$ cat config.mk
export PLATFORM = sky130hd
export DESIGN_NAME = oam_dma_flat
export DESIGN_NICKNAME = d
export VERILOG_FILES = /design/src/rtl/oam_dma_if.sv /design/src/rtl/oam_dma.sv /design/src/flat_wrapper.sv
export SDC_FILE = /design/constraint.sdc
export NUM_CORES = 1
export LEC_CHECK = 0
export CAP_MARGIN = 30
export CORE_MARGIN = 2
export CORE_UTILIZATION = 30
export DETAILED_ROUTE_END_ITERATION = 6
export DONT_BUFFER_PORTS = 1
export GPL_TIMING_DRIVEN = 0
export SLEW_MARGIN = 20
export SYNTH_ARGS = -nofsm -noshare
export SYNTH_HDL_FRONTEND = slang
export SYNTH_SLANG_ARGS = --single-unit
$ cat constraint.sdc
create_clock -name i_clk -period 3.2 [get_ports i_clk]
set_input_delay 0.16 -clock i_clk [delete_from_list [all_inputs] [get_ports i_clk]]
set_output_delay 0.16 -clock i_clk [all_outputs]
set_load 0.01 [all_outputs]
$ cat src/rtl/oam_dma_if.sv
// Shared CPU/memory bus bundle for the sprite DMA engine; master = DMA side.
interface oam_dma_if;
  logic        cpu_cs;
  logic        cpu_wr;
  logic [15:0] cpu_addr;
  logic [7:0]  cpu_dout;
  logic        cpu_rdy;
  logic        dma_active;
  logic        mem_cs;
  logic        mem_rd;
  logic        mem_wr;
  logic [15:0] mem_addr;
  logic [7:0]  mem_din;
  logic [7:0]  mem_dout;
  logic        mem_doe;

  modport master (
    input  cpu_cs, cpu_wr, cpu_addr, cpu_dout, mem_din,
    output cpu_rdy, dma_active, mem_cs, mem_rd, mem_wr, mem_addr, mem_dout, mem_doe
  );

  modport slave (
    output cpu_cs, cpu_wr, cpu_addr, cpu_dout, mem_din,
    input  cpu_rdy, dma_active, mem_cs, mem_rd, mem_wr, mem_addr, mem_dout, mem_doe
  );
endinterface

$ cat src/rtl/oam_dma.sv
// Sprite DMA: a $4014 write stalls the CPU and copies page {XX,00..FF} to $2004; OAM_DMA_ALIGN_EN adds the odd-parity ALIGN cycle.
// All bus outputs are registered from next state; busy = 1 + align + 256*(2+READ_LATENCY) cycles with cpu_rdy low.
module oam_dma #(
  parameter int READ_LATENCY = 1
) (
  input logic       i_clk,
  input logic       i_rst_n,
  oam_dma_if.master bus
);

  localparam int CW = (READ_LATENCY < 1) ? 1 : $clog2(READ_LATENCY + 1);
  localparam logic [CW-1:0] RD_LAST = CW'(READ_LATENCY);

  typedef enum logic [2:0] {
    S_IDLE  = 3'd0,
    S_HALT  = 3'd1,
`ifdef OAM_DMA_ALIGN_EN
    S_ALIGN = 3'd2,
`endif
    S_READ  = 3'd3,
    S_WRITE = 3'd4
  } state_t;

  state_t        r_state;
  logic [7:0]    r_page;
  logic [7:0]    r_idx;
  logic [CW-1:0] r_rcnt;
`ifdef OAM_DMA_ALIGN_EN
  logic          r_par;
`endif

  logic          r_cpu_rdy;
  logic          r_dma_active;
  logic          r_mem_cs;
  logic          r_mem_rd;
  logic          r_mem_wr;
  logic [15:0]   r_mem_addr;
  logic [7:0]    r_mem_dout;
  logic          r_mem_doe;

  state_t        w_state_nxt;
  logic [7:0]    w_page_nxt;
  logic [7:0]    w_idx_nxt;
  logic [CW-1:0] w_rcnt_nxt;
  logic          w_trig;

  logic          w_cpu_rdy;
  logic          w_mem_cs;
  logic          w_mem_rd;
  logic          w_mem_wr;
  logic [15:0]   w_mem_addr;
  logic [7:0]    w_mem_dout;
  logic          w_mem_doe;

  assign w_trig = !bus.cpu_cs && bus.cpu_wr && (bus.cpu_addr == 16'h4014);

  always_comb begin
    w_state_nxt = r_state;
    w_page_nxt  = r_page;
    w_idx_nxt   = r_idx;
    w_rcnt_nxt  = '0;
    case (r_state)
      S_IDLE: begin
        if (w_trig) begin
          w_page_nxt  = bus.cpu_dout;
          w_idx_nxt   = 8'h00;
          w_state_nxt = S_HALT;
        end
      end
      S_HALT: begin
`ifdef OAM_DMA_ALIGN_EN
        w_state_nxt = r_par ? S_ALIGN : S_READ;
`else
        w_state_nxt = S_READ;
`endif
      end
`ifdef OAM_DMA_ALIGN_EN
      S_ALIGN: w_state_nxt = S_READ;
`endif
      S_READ: begin
        if (r_rcnt == RD_LAST) begin
          w_state_nxt = S_WRITE;
        end else begin
          w_rcnt_nxt = r_rcnt + 1'b1;
        end
      end
      S_WRITE: begin
        // idx wraps inside the page; the carry is deliberately dropped
        w_idx_nxt   = r_idx + 8'd1;
        w_state_nxt = (r_idx == 8'hFF) ? S_IDLE : S_READ;
      end
      default: w_state_nxt = S_IDLE;
    endcase
  end

  // Outputs are decoded from the next state so the registered bus lines up with the state register.
  always_comb begin
    w_cpu_rdy  = (w_state_nxt == S_IDLE);
    w_mem_cs   = 1'b1;
    w_mem_rd   = 1'b0;
    w_mem_wr   = 1'b0;
    w_mem_addr = 16'h0000;
    w_mem_dout = 8'h00;
    w_mem_doe  = 1'b0;
    case (w_state_nxt)
      S_READ: begin
        w_mem_cs   = 1'b0;
        w_mem_rd   = 1'b1;
        w_mem_addr = {w_page_nxt, w_idx_nxt};
      end
      S_WRITE: begin
        // WRITE is only entered from the final READ edge, so mem_din is the fetched byte
        w_mem_cs   = 1'b0;
        w_mem_wr   = 1'b1;
        w_mem_doe  = 1'b1;
        w_mem_addr = 16'h2004;
        w_mem_dout = bus.mem_din;
      end
      default: ;
    endcase
  end

  always_ff @(posedge i_clk) begin
    if (!i_rst_n) begin
      r_state      <= S_IDLE;
      r_page       <= 8'h00;
      r_idx        <= 8'h00;
      r_rcnt       <= '0;
`ifdef OAM_DMA_ALIGN_EN
      r_par        <= 1'b0;
`endif
      r_cpu_rdy    <= 1'b1;
      r_dma_active <= 1'b0;
      r_mem_cs     <= 1'b1;
      r_mem_rd     <= 1'b0;
      r_mem_wr     <= 1'b0;
      r_mem_addr   <= 16'h0000;
      r_mem_dout   <= 8'h00;
      r_mem_doe    <= 1'b0;
    end else begin
      r_state      <= w_state_nxt;
      r_page       <= w_page_nxt;
      r_idx        <= w_idx_nxt;
      r_rcnt       <= w_rcnt_nxt;
`ifdef OAM_DMA_ALIGN_EN
      r_par        <= ~r_par;
`endif
      r_cpu_rdy    <= w_cpu_rdy;
      r_dma_active <= !w_cpu_rdy;
      r_mem_cs     <= w_mem_cs;
      r_mem_rd     <= w_mem_rd;
      r_mem_wr     <= w_mem_wr;
      r_mem_addr   <= w_mem_addr;
      r_mem_dout   <= w_mem_dout;
      r_mem_doe    <= w_mem_doe;
    end
  end

  assign bus.cpu_rdy    = r_cpu_rdy;
  assign bus.dma_active = r_dma_active;
  assign bus.mem_cs     = r_mem_cs;
  assign bus.mem_rd     = r_mem_rd;
  assign bus.mem_wr     = r_mem_wr;
  assign bus.mem_addr   = r_mem_addr;
  assign bus.mem_dout   = r_mem_dout;
  assign bus.mem_doe    = r_mem_doe;

endmodule

$ cat src/flat_wrapper.sv
// flat-port wrapper written by rule: the top's interface ports become plain ports
module oam_dma_flat 
#(
  parameter int READ_LATENCY = 1
)
  (i_clk, i_rst_n, bus_cpu_cs, bus_cpu_wr, bus_cpu_addr, bus_cpu_dout, bus_mem_din, bus_cpu_rdy, bus_dma_active, bus_mem_cs, bus_mem_rd, bus_mem_wr, bus_mem_addr, bus_mem_dout, bus_mem_doe);
  oam_dma_if bus_i ();
  input logic i_clk;
  input logic i_rst_n;
  input wire logic [$bits(bus_i.cpu_cs)-1:0] bus_cpu_cs;
  input wire logic [$bits(bus_i.cpu_wr)-1:0] bus_cpu_wr;
  input wire logic [$bits(bus_i.cpu_addr)-1:0] bus_cpu_addr;
  input wire logic [$bits(bus_i.cpu_dout)-1:0] bus_cpu_dout;
  input wire logic [$bits(bus_i.mem_din)-1:0] bus_mem_din;
  output wire logic [$bits(bus_i.cpu_rdy)-1:0] bus_cpu_rdy;
  output wire logic [$bits(bus_i.dma_active)-1:0] bus_dma_active;
  output wire logic [$bits(bus_i.mem_cs)-1:0] bus_mem_cs;
  output wire logic [$bits(bus_i.mem_rd)-1:0] bus_mem_rd;
  output wire logic [$bits(bus_i.mem_wr)-1:0] bus_mem_wr;
  output wire logic [$bits(bus_i.mem_addr)-1:0] bus_mem_addr;
  output wire logic [$bits(bus_i.mem_dout)-1:0] bus_mem_dout;
  output wire logic [$bits(bus_i.mem_doe)-1:0] bus_mem_doe;
  assign bus_i.cpu_cs = bus_cpu_cs;
  assign bus_i.cpu_wr = bus_cpu_wr;
  assign bus_i.cpu_addr = bus_cpu_addr;
  assign bus_i.cpu_dout = bus_cpu_dout;
  assign bus_i.mem_din = bus_mem_din;
  assign bus_cpu_rdy = bus_i.cpu_rdy;
  assign bus_dma_active = bus_i.dma_active;
  assign bus_mem_cs = bus_i.mem_cs;
  assign bus_mem_rd = bus_i.mem_rd;
  assign bus_mem_wr = bus_i.mem_wr;
  assign bus_mem_addr = bus_i.mem_addr;
  assign bus_mem_dout = bus_i.mem_dout;
  assign bus_mem_doe = bus_i.mem_doe;
  oam_dma #(.READ_LATENCY(READ_LATENCY)) u_core (.i_clk(i_clk), .i_rst_n(i_rst_n), .bus(bus_i));
endmodule
==> reports/qor.csv, run 1 <==
stage,metric,value,unit
outcome,outcome,"complete, no violations",
yosys,sequential fraction of the synthesis area,0.571,
power,Static Leak,0.741,nW
setup_path,source of the worst register-to-register timing path,u_core.r_idx[0]$_SDFF_PN0_,
global_routing,pin count of the biggest net entering global routing,15,
cts,number of clock sinks seen by CTS,49,
layout,nets@finish,212,
yosys,Mapped Nets,201,
cts,buffer levels on the longest clock path,2,
power,worst vdd rail ir drop,0.225,mV
drt,DRC violations left,0,
sta,remaining max-slew budget at the tightest pin,0.530,
layout,Layout Area Growth over Synthesis,14.3,%
floorplan,vertical die dimension,79.7,um
setup_path,worst flop-to-flop path endpoint,u_core.bus.mem_addr[8]$_SDFF_PN0_,
drt,DRC marker count from the first detailed-route iteration,50,
yosys,Mapped Avg Cell Area,10.5,sq um
placed_design,Port Buffer Count,0,
setup_path,kind of critical path,flip-flop to flip-flop,
yosys,count of mapped cells out of synthesis,164,
drt,number of iterations in the first detailed-routing pass,6,
cts,PostCTS Resize Cnt,0,
cts,clock-pin slew on the worst setup and hold paths,90,ps
layout,fraction of final layout cells sized beyond drive strength 1,0.0852,
placed_design,DPL Wire Length,2.57,mm
drt,total vias in the final route,1142,
cts,H-tree depth,2,
sta,Setup Total Neg Slack,0,ps
worst_hold_path,WHS Endpoint,u_core.bus.mem_dout[6]$_SDFF_PN0_,
sta,Final setup viols,0,
yosys,cell accounting for the most synthesized area,sky130_fd_sc_hd__dfxtp_1,
sta,achievable clock frequency,511,MHz
yosys,cell with the most instances after synthesis,sky130_fd_sc_hd__dfxtp_1,
power,clock network power share,0.421,
floorplan,starting utilization of the core area,0.312,
power,switching power as a share of total power,0.187,
cts,TritonCTS buffer count,5,
sta,Final Skew,5.52,ps
yosys,main area contributors after synthesis,"sky130_fd_sc_hd__dfxtp_1, sky130_fd_sc_hd__nor2_1, sky130_fd_sc_hd__mux2i_1",
drt,Routed Wire Length,3.60,mm
floorplan,Cell Rows,27,
setup_path,Crit path top cell by count,sky130_fd_sc_hd__nor2_1,
global_routing,wire length of the first global-routing pass,5.44,mm
cts,number of buffers added for setup after CTS,0,
floorplan,Die Width,79.7,um
drt,number of vias per cell,4.60,
sta,Worst Tran Pin Value,704,ps
yosys,Unique masters post-synth,39,
power,Flop pwr share,0.568,
worst_hold_path,class of the tightest hold or removal check,input port to flip-flop,
power,power share of the combinational group,0.011,
layout,total of fill cells in the finished design,560,
setup_path,maximum fanout along the worst path,10,
floorplan,ports placed on the boundary,66,
power,total power per unit cell area,546,nW/um^2
setup_path,startpoint kind of the worst setup timing path,flip-flop,
setup_path,series of cell instances along the critical path,"ha_1, nand3_1, nor2_1, a31oi_4, o21ai_2, buf_2, nor2_1",
sta,setup repair after global routing missed its margin,false,
global_routing,vias in the first global route,1101,
sta,Max Slew Vio Count,0,
yosys,async set-or-reset flop fraction in the synthesized netlist,0,
layout,antenna diode count,0,
placed_design,placed instance count,236,
worst_hold_path,startpoint of the tightest hold check path,bus_mem_din[6],
yosys,most instantiated cells after synthesis,"sky130_fd_sc_hd__dfxtp_1, sky130_fd_sc_hd__nor2_1, sky130_fd_sc_hd__and3_1, sky130_fd_sc_hd__nor2b_1, sky130_fd_sc_hd__mux2i_1",
global_routing,global route overflow,0,
global_routing,Global Route Usage Sum,0.117,
yosys,top_reg_cell synth,sky130_fd_sc_hd__dfxtp_1,
power,Net Switching,0.201,mW
yosys,total of flip-flops plus latches after synthesis,49,
worst_hold_path,Hold Path Depth,1,
setup_path,WP data arrival,2140,ps
placed_design,Routability Congestion,0.759,
placed_design,DP Area,1810,sq um
yosys,summed instance area of the synthesized netlist,1720,sq um
global_routing,antenna violations before repair,0,
setup_path,r2r worst-path depth,7,
cts,TritonCTS clock tree,done,
cts,clock root buffer,sky130_fd_sc_hd__clkbuf_8,
power,internal power contribution,0.871,mW
setup_path,highest cell delay on the worst timing path,420,ps
cts,insertion delay to the later sink of the worst-skew pair,300,ps
power,"sum of internal, switching and leakage power",1.07,mW
sta,final worst-path cycle share,0.611,
layout,Final Instance Count excl. Fillers,248,
setup_path,R2R Setup Slk,1240,ps
drt,wire length per cell,14.5,um
floorplan,overall die area,6350,sq um
setup_path,"Req. time, crit path",3390,ps
flow_run,Max Cap Viol,0,
yosys,Synth warnings,0,
layout,fin area,1960,sq um
setup_path,Critical Path Sink Type,flip-flop,
drt,Post-DRT Antenna Nets,0,
setup_path,slowest CP cell,sky130_fd_sc_hd__dfxtp_1,
floorplan,core footprint,5510,sq um
yosys,proportion of netlist area held by the largest area contributor,0.571,
yosys,number of enable-type register cells in the synthesized netlist,0,
sta,Final min period,1960,ps
sta,endpoints failing hold,0,
-- stage by stage --
step	setup WS, ps	util	hold WS (ps)
6_report	1240	0.357	7.98
5_1_grt	1110	0.357	1.14
4_1_cts	1240	0.351	0.907
3_5_place_dp	1260	0.328	300
3_3_place_gp	1280	0.328	292
2_1_floorplan	1590	-	288
-- worst max-delay path, delay by kind of cell, from the launching register on --
kind                       cells  cell delay, ps
AOI/OAI and AO/OA              2             410
adders and majority gates      1             250
buffers and inverters          1             300
DFF                            1             420
and+or+nand+nor                3             460
-- final cells by class --
cell class | instances | area, sq um | share of cell area
clock buffers | 7 | 86.3 | 0.0439
inverters | 4 | 15.0 | 0.00764
plain buffers | 8 | 46.3 | 0.0236
repair buffers | 4 | 40.0 | 0.0204
clock inverters | 1 | 30.0 | 0.0153
multi-input cells | 103 | 676 | 0.344
flip-flops and latches | 49 | 981 | 0.499
well taps | 72 | 90.1 | 0.0459
-- sequential cells by signal, summed over array words and instances, names as in the netlist, 3 cells and up --
signal               count
u_core.bus.mem_addr     16
u_core.bus.mem_dout      8
u_core.r_idx             8
u_core.r_page            8
u_core.r_state           3
-- repair_timing --
action                                  4_1_cts  5_1_grt
hold buffers                                  1        3
hold endpoints to repair                      3        3
endpoints found under the setup margin        0        0
-- cell usage in the layout, fill, tap and decap left out, types with 2 or more instances in the layout --
master	count
sky130_fd_sc_hd__dfxtp_1	49
sky130_fd_sc_hd__nor2_1	22
sky130_fd_sc_hd__nor2b_1	10
sky130_fd_sc_hd__and3_1	10
sky130_fd_sc_hd__mux2i_1	8
sky130_fd_sc_hd__clkbuf_8	6
sky130_fd_sc_hd__clkbuf_1	5
sky130_fd_sc_hd__nand2_1	5
sky130_fd_sc_hd__o21ai_0	5
sky130_fd_sc_hd__nor4_1	4
sky130_fd_sc_hd__and2_1	4
sky130_fd_sc_hd__inv_1	4
sky130_fd_sc_hd__dlygate4sd3_1	4
sky130_fd_sc_hd__nand3_1	3
sky130_fd_sc_hd__xnor2_1	3
sky130_fd_sc_hd__o21a_1	3
sky130_fd_sc_hd__a21boi_0	3
sky130_fd_sc_hd__nor3b_1	2
sky130_fd_sc_hd__buf_4	2
sky130_fd_sc_hd__a211oi_1	2
-- logic make-up after synthesis --
logic type      synth area share
compound gates            0.0903
buf+inv                   0.0357
fa+ha+maj                0.00728
mux                       0.0466
xor+xnor                  0.0204
simple gates               0.229
flops                      0.571
-- how the worst max path moves through the flow --
stage / startpoint / to / slack, ps / depth (start not counted)
2_1_floorplan: u_core.r_idx[0]$_SDFF_PN0_ / u_core.bus.mem_addr[5]$_SDFF_PN0_ / 1590 / 7
3_3_place_gp: u_core.r_idx[0]$_SDFF_PN0_ / u_core.bus.mem_addr[5]$_SDFF_PN0_ / 1280 / 7
3_5_place_dp: u_core.r_idx[0]$_SDFF_PN0_ / u_core.bus.mem_addr[8]$_SDFF_PN0_ / 1260 / 7
4_1_cts: u_core.r_idx[0]$_SDFF_PN0_ / u_core.bus.mem_addr[8]$_SDFF_PN0_ / 1240 / 7
5_1_grt: u_core.r_idx[0]$_SDFF_PN0_ / u_core.r_state[1]$_SDFF_PN0_ / 1110 / 7
6_report: u_core.r_idx[0]$_SDFF_PN0_ / u_core.bus.mem_addr[8]$_SDFF_PN0_ / 1240 / 7
-- per-layer routing --
layer | global-route usage | up-vias | wire length (um)
met4 | 0.0534 | 0 | 68
met2 | 0.173 | 55 | 1600
met3 | 0.0419 | 7 | 277
met5 | 0 | - | 0
li1 | - | 574 | -
met1 | 0.151 | 506 | 1650
-- power by group through the flow --
stage	combinational [mW]	sequential (mW)	clock (mW)
floorplan	0.00635	0.623	0
global placement	0.00757	0.623	0
detailed placement	0.00764	0.623	0
CTS	0.00941	0.609	0.465
global route	0.0130	0.609	0.494
finish	0.0120	0.609	0.451
Power figures use the tool's default switching activity.
==> inputs of run 2 (changes only) <==
==> constraint.sdc (replaced) <==
create_clock -name i_clk -period 2 [get_ports i_clk]
set_input_delay 0.1 -clock i_clk [delete_from_list [all_inputs] [get_ports i_clk]]
set_output_delay 0.1 -clock i_clk [all_outputs]
set_load 0.01 [all_outputs]
==> reports/qor.csv, run 2 (same netlist as run 1, synthesis figures left out) <==
stage,metric,value,unit,change
outcome,outcome,"complete, no violations",,
setup_path,maximum fanout along the worst path,10,,unchanged
global_routing,wire length of the first global-routing pass,5.60,mm,+2.9%
setup_path,"Req. time, crit path",2190,ps,-1200 ps
drt,Routed Wire Length,3.66,mm,+1.6%
sta,achievable clock frequency,546,MHz,+6.9%
cts,H-tree depth,2,,unchanged
floorplan,ports placed on the boundary,66,,unchanged
drt,DRC violations left,0,,unchanged
drt,total vias in the final route,1173,,+2.7%
setup_path,WP data arrival,2020,ps,-120 ps
setup_path,highest cell delay on the worst timing path,420,ps,about the same
flow_run,Max Cap Viol,0,,unchanged
setup_path,kind of critical path,flip-flop to flip-flop,,
cts,TritonCTS buffer count,5,,unchanged
floorplan,starting utilization of the core area,0.312,,unchanged
cts,TritonCTS clock tree,done,,
setup_path,startpoint kind of the worst setup timing path,flip-flop,,
sta,endpoints failing hold,0,,unchanged
floorplan,overall die area,6350,sq um,unchanged
power,total power per unit cell area,837,nW/um^2,+53%
sta,Final min period,1830,ps,-126 ps
floorplan,Cell Rows,27,,unchanged
power,worst vdd rail ir drop,0.364,mV,+62%
setup_path,slowest CP cell,sky130_fd_sc_hd__dfxtp_1,,
placed_design,Port Buffer Count,0,,unchanged
cts,clock root buffer,sky130_fd_sc_hd__clkbuf_8,,
placed_design,DPL Wire Length,2.57,mm,unchanged
floorplan,Die Width,79.7,um,unchanged
sta,Setup Total Neg Slack,0,ps,unchanged
cts,insertion delay to the later sink of the worst-skew pair,300,ps,about the same
global_routing,global route overflow,0,,unchanged
floorplan,core footprint,5510,sq um,unchanged
sta,setup repair after global routing missed its margin,false,,
cts,buffer levels on the longest clock path,2,,unchanged
global_routing,Global Route Usage Sum,0.120,,+0.00335
global_routing,pin count of the biggest net entering global routing,15,,unchanged
sta,Final Skew,4.94,ps,-0.586 ps
sta,final worst-path cycle share,0.915,,+0.304
drt,number of iterations in the first detailed-routing pass,4,,-2
setup_path,series of cell instances along the critical path,"ha_1, nand3_1, nor2_2, a31oi_4, o21ai_2, clkbuf_4, nor2_1",,
worst_hold_path,class of the tightest hold or removal check,input port to flip-flop,,
layout,post-layout util,0.376,,+0.0191
placed_design,Routability Congestion,0.759,,unchanged
layout,fraction of final layout cells sized beyond drive strength 1,0.0860,,+0.000794
drt,wire length per cell,14.2,um,-2.3%
cts,number of clock sinks seen by CTS,49,,unchanged
floorplan,vertical die dimension,79.7,um,unchanged
drt,DRC marker count from the first detailed-route iteration,56,,+12%
sta,worst hold margin,2.28,ps,-5.70 ps
drt,number of vias per cell,4.55,,-1.3%
drt,Post-DRT Antenna Nets,0,,unchanged
power,Static Leak,0.785,nW,+5.9%
sta,remaining max-slew budget at the tightest pin,0.539,,+0.00898
sta,Max Slew Vio Count,0,,unchanged
layout,"commonest non-fill, non-tap cell in the layout",sky130_fd_sc_hd__dfxtp_1,,
global_routing,vias in the first global route,1158,,+5.2%
layout,Layout Area Growth over Synthesis,20.5,%,
layout,number of flip-flops in the largest register,16,,unchanged
setup_path,Critical Path Sink Type,flip-flop,,
sta,Worst Tran Pin Value,690,ps,-13.4 ps
layout,antenna diode count,0,,unchanged
cts,clock-pin slew on the worst setup and hold paths,80,ps,about the same
sta,Final setup viols,0,,unchanged
layout,nets@finish,222,,+4.7%
layout,most frequent cells in the layout,"sky130_fd_sc_hd__dfxtp_1, sky130_fd_sc_hd__nor2_1, sky130_fd_sc_hd__dlygate4sd3_1",,
global_routing,antenna violations before repair,0,,unchanged
-- run 2: cell type report --
type	count	area [sq um]
well taps	72	90.1
clock inverters	1	30.0
multi-input cells	103	678
inverters	4	15.0
flip-flops and latches	49	981
plain buffers	8	48.8
repair buffers	14	140
clock buffers	7	86.3
fillers	550	3440
-- run 2: power by group --
part           total, mW  switching [mW]  leakage, nW  internal, mW
Clock              0.723           0.315       0.0585         0.408
Combinational     0.0355          0.0107        0.332        0.0248
Sequential         0.974     0.000000932        0.395         0.974
-- run 2: repair_timing --
action                                  4_1_cts  5_1_grt
hold buffers                                 13        1
resized for setup                             0        2
endpoints found under the setup margin        0       10
endpoints found under the hold margin        21        1
setup buffers                                 0        0
-- run 2: stage by stage --
stage                     cell area, sq um  instances  total power [mW]  worst slack (ps)
after floorplan                       1720        164              1.01               391
after global placement                1810        236              1.01              83.6
after detailed placement              1810        236              1.01              55.7
after CTS                             2050        257              1.75              39.8
after global routing                  2070        258              1.80              27.9
final                                 2070        258              1.73               170
-- run 2: path summary, 6_finish.rpt --
kind | startpoint | end | slack (ps) | cells past startpoint
max | u_core.r_idx[0]$_SDFF_PN0_ | u_core.bus.mem_addr[8]$_SDFF_PN0_ | 170 | 7
min | bus_cpu_dout[0] | u_core.r_page[0]$_SDFF_PN0_ | 2 | 2
max reg2reg | u_core.r_idx[0]$_SDFF_PN0_ | u_core.bus.mem_addr[8]$_SDFF_PN0_ | 170 | 7
min reg2reg | u_core.r_page[5]$_SDFF_PN0_ | u_core.bus.mem_addr[13]$_SDFF_PN0_ | 490 | 1
-- run 2: per-layer routing --
| layer | wire length (um) | up-vias | global-route usage |
|---|---|---|---|
| met4 | 67 | 0 | 0.0534 |
| li1 | - | 594 | - |
| met2 | 1660 | 48 | 0.185 |
| met3 | 256 | 7 | 0.0407 |
| met1 | 1680 | 524 | 0.152 |
| met5 | 0 | - | 0 |
-- run 2: worst max-delay path, delay by kind of cell, from the launching register on --
family                   cells  cell delay [ps]
AO/OA/AOI/OAI                2              390
AND/OR/NAND/NOR              3              380
adder cells (fa/ha/maj)      1              250
buffers and inverters        1              280
flip-flops                   1              420
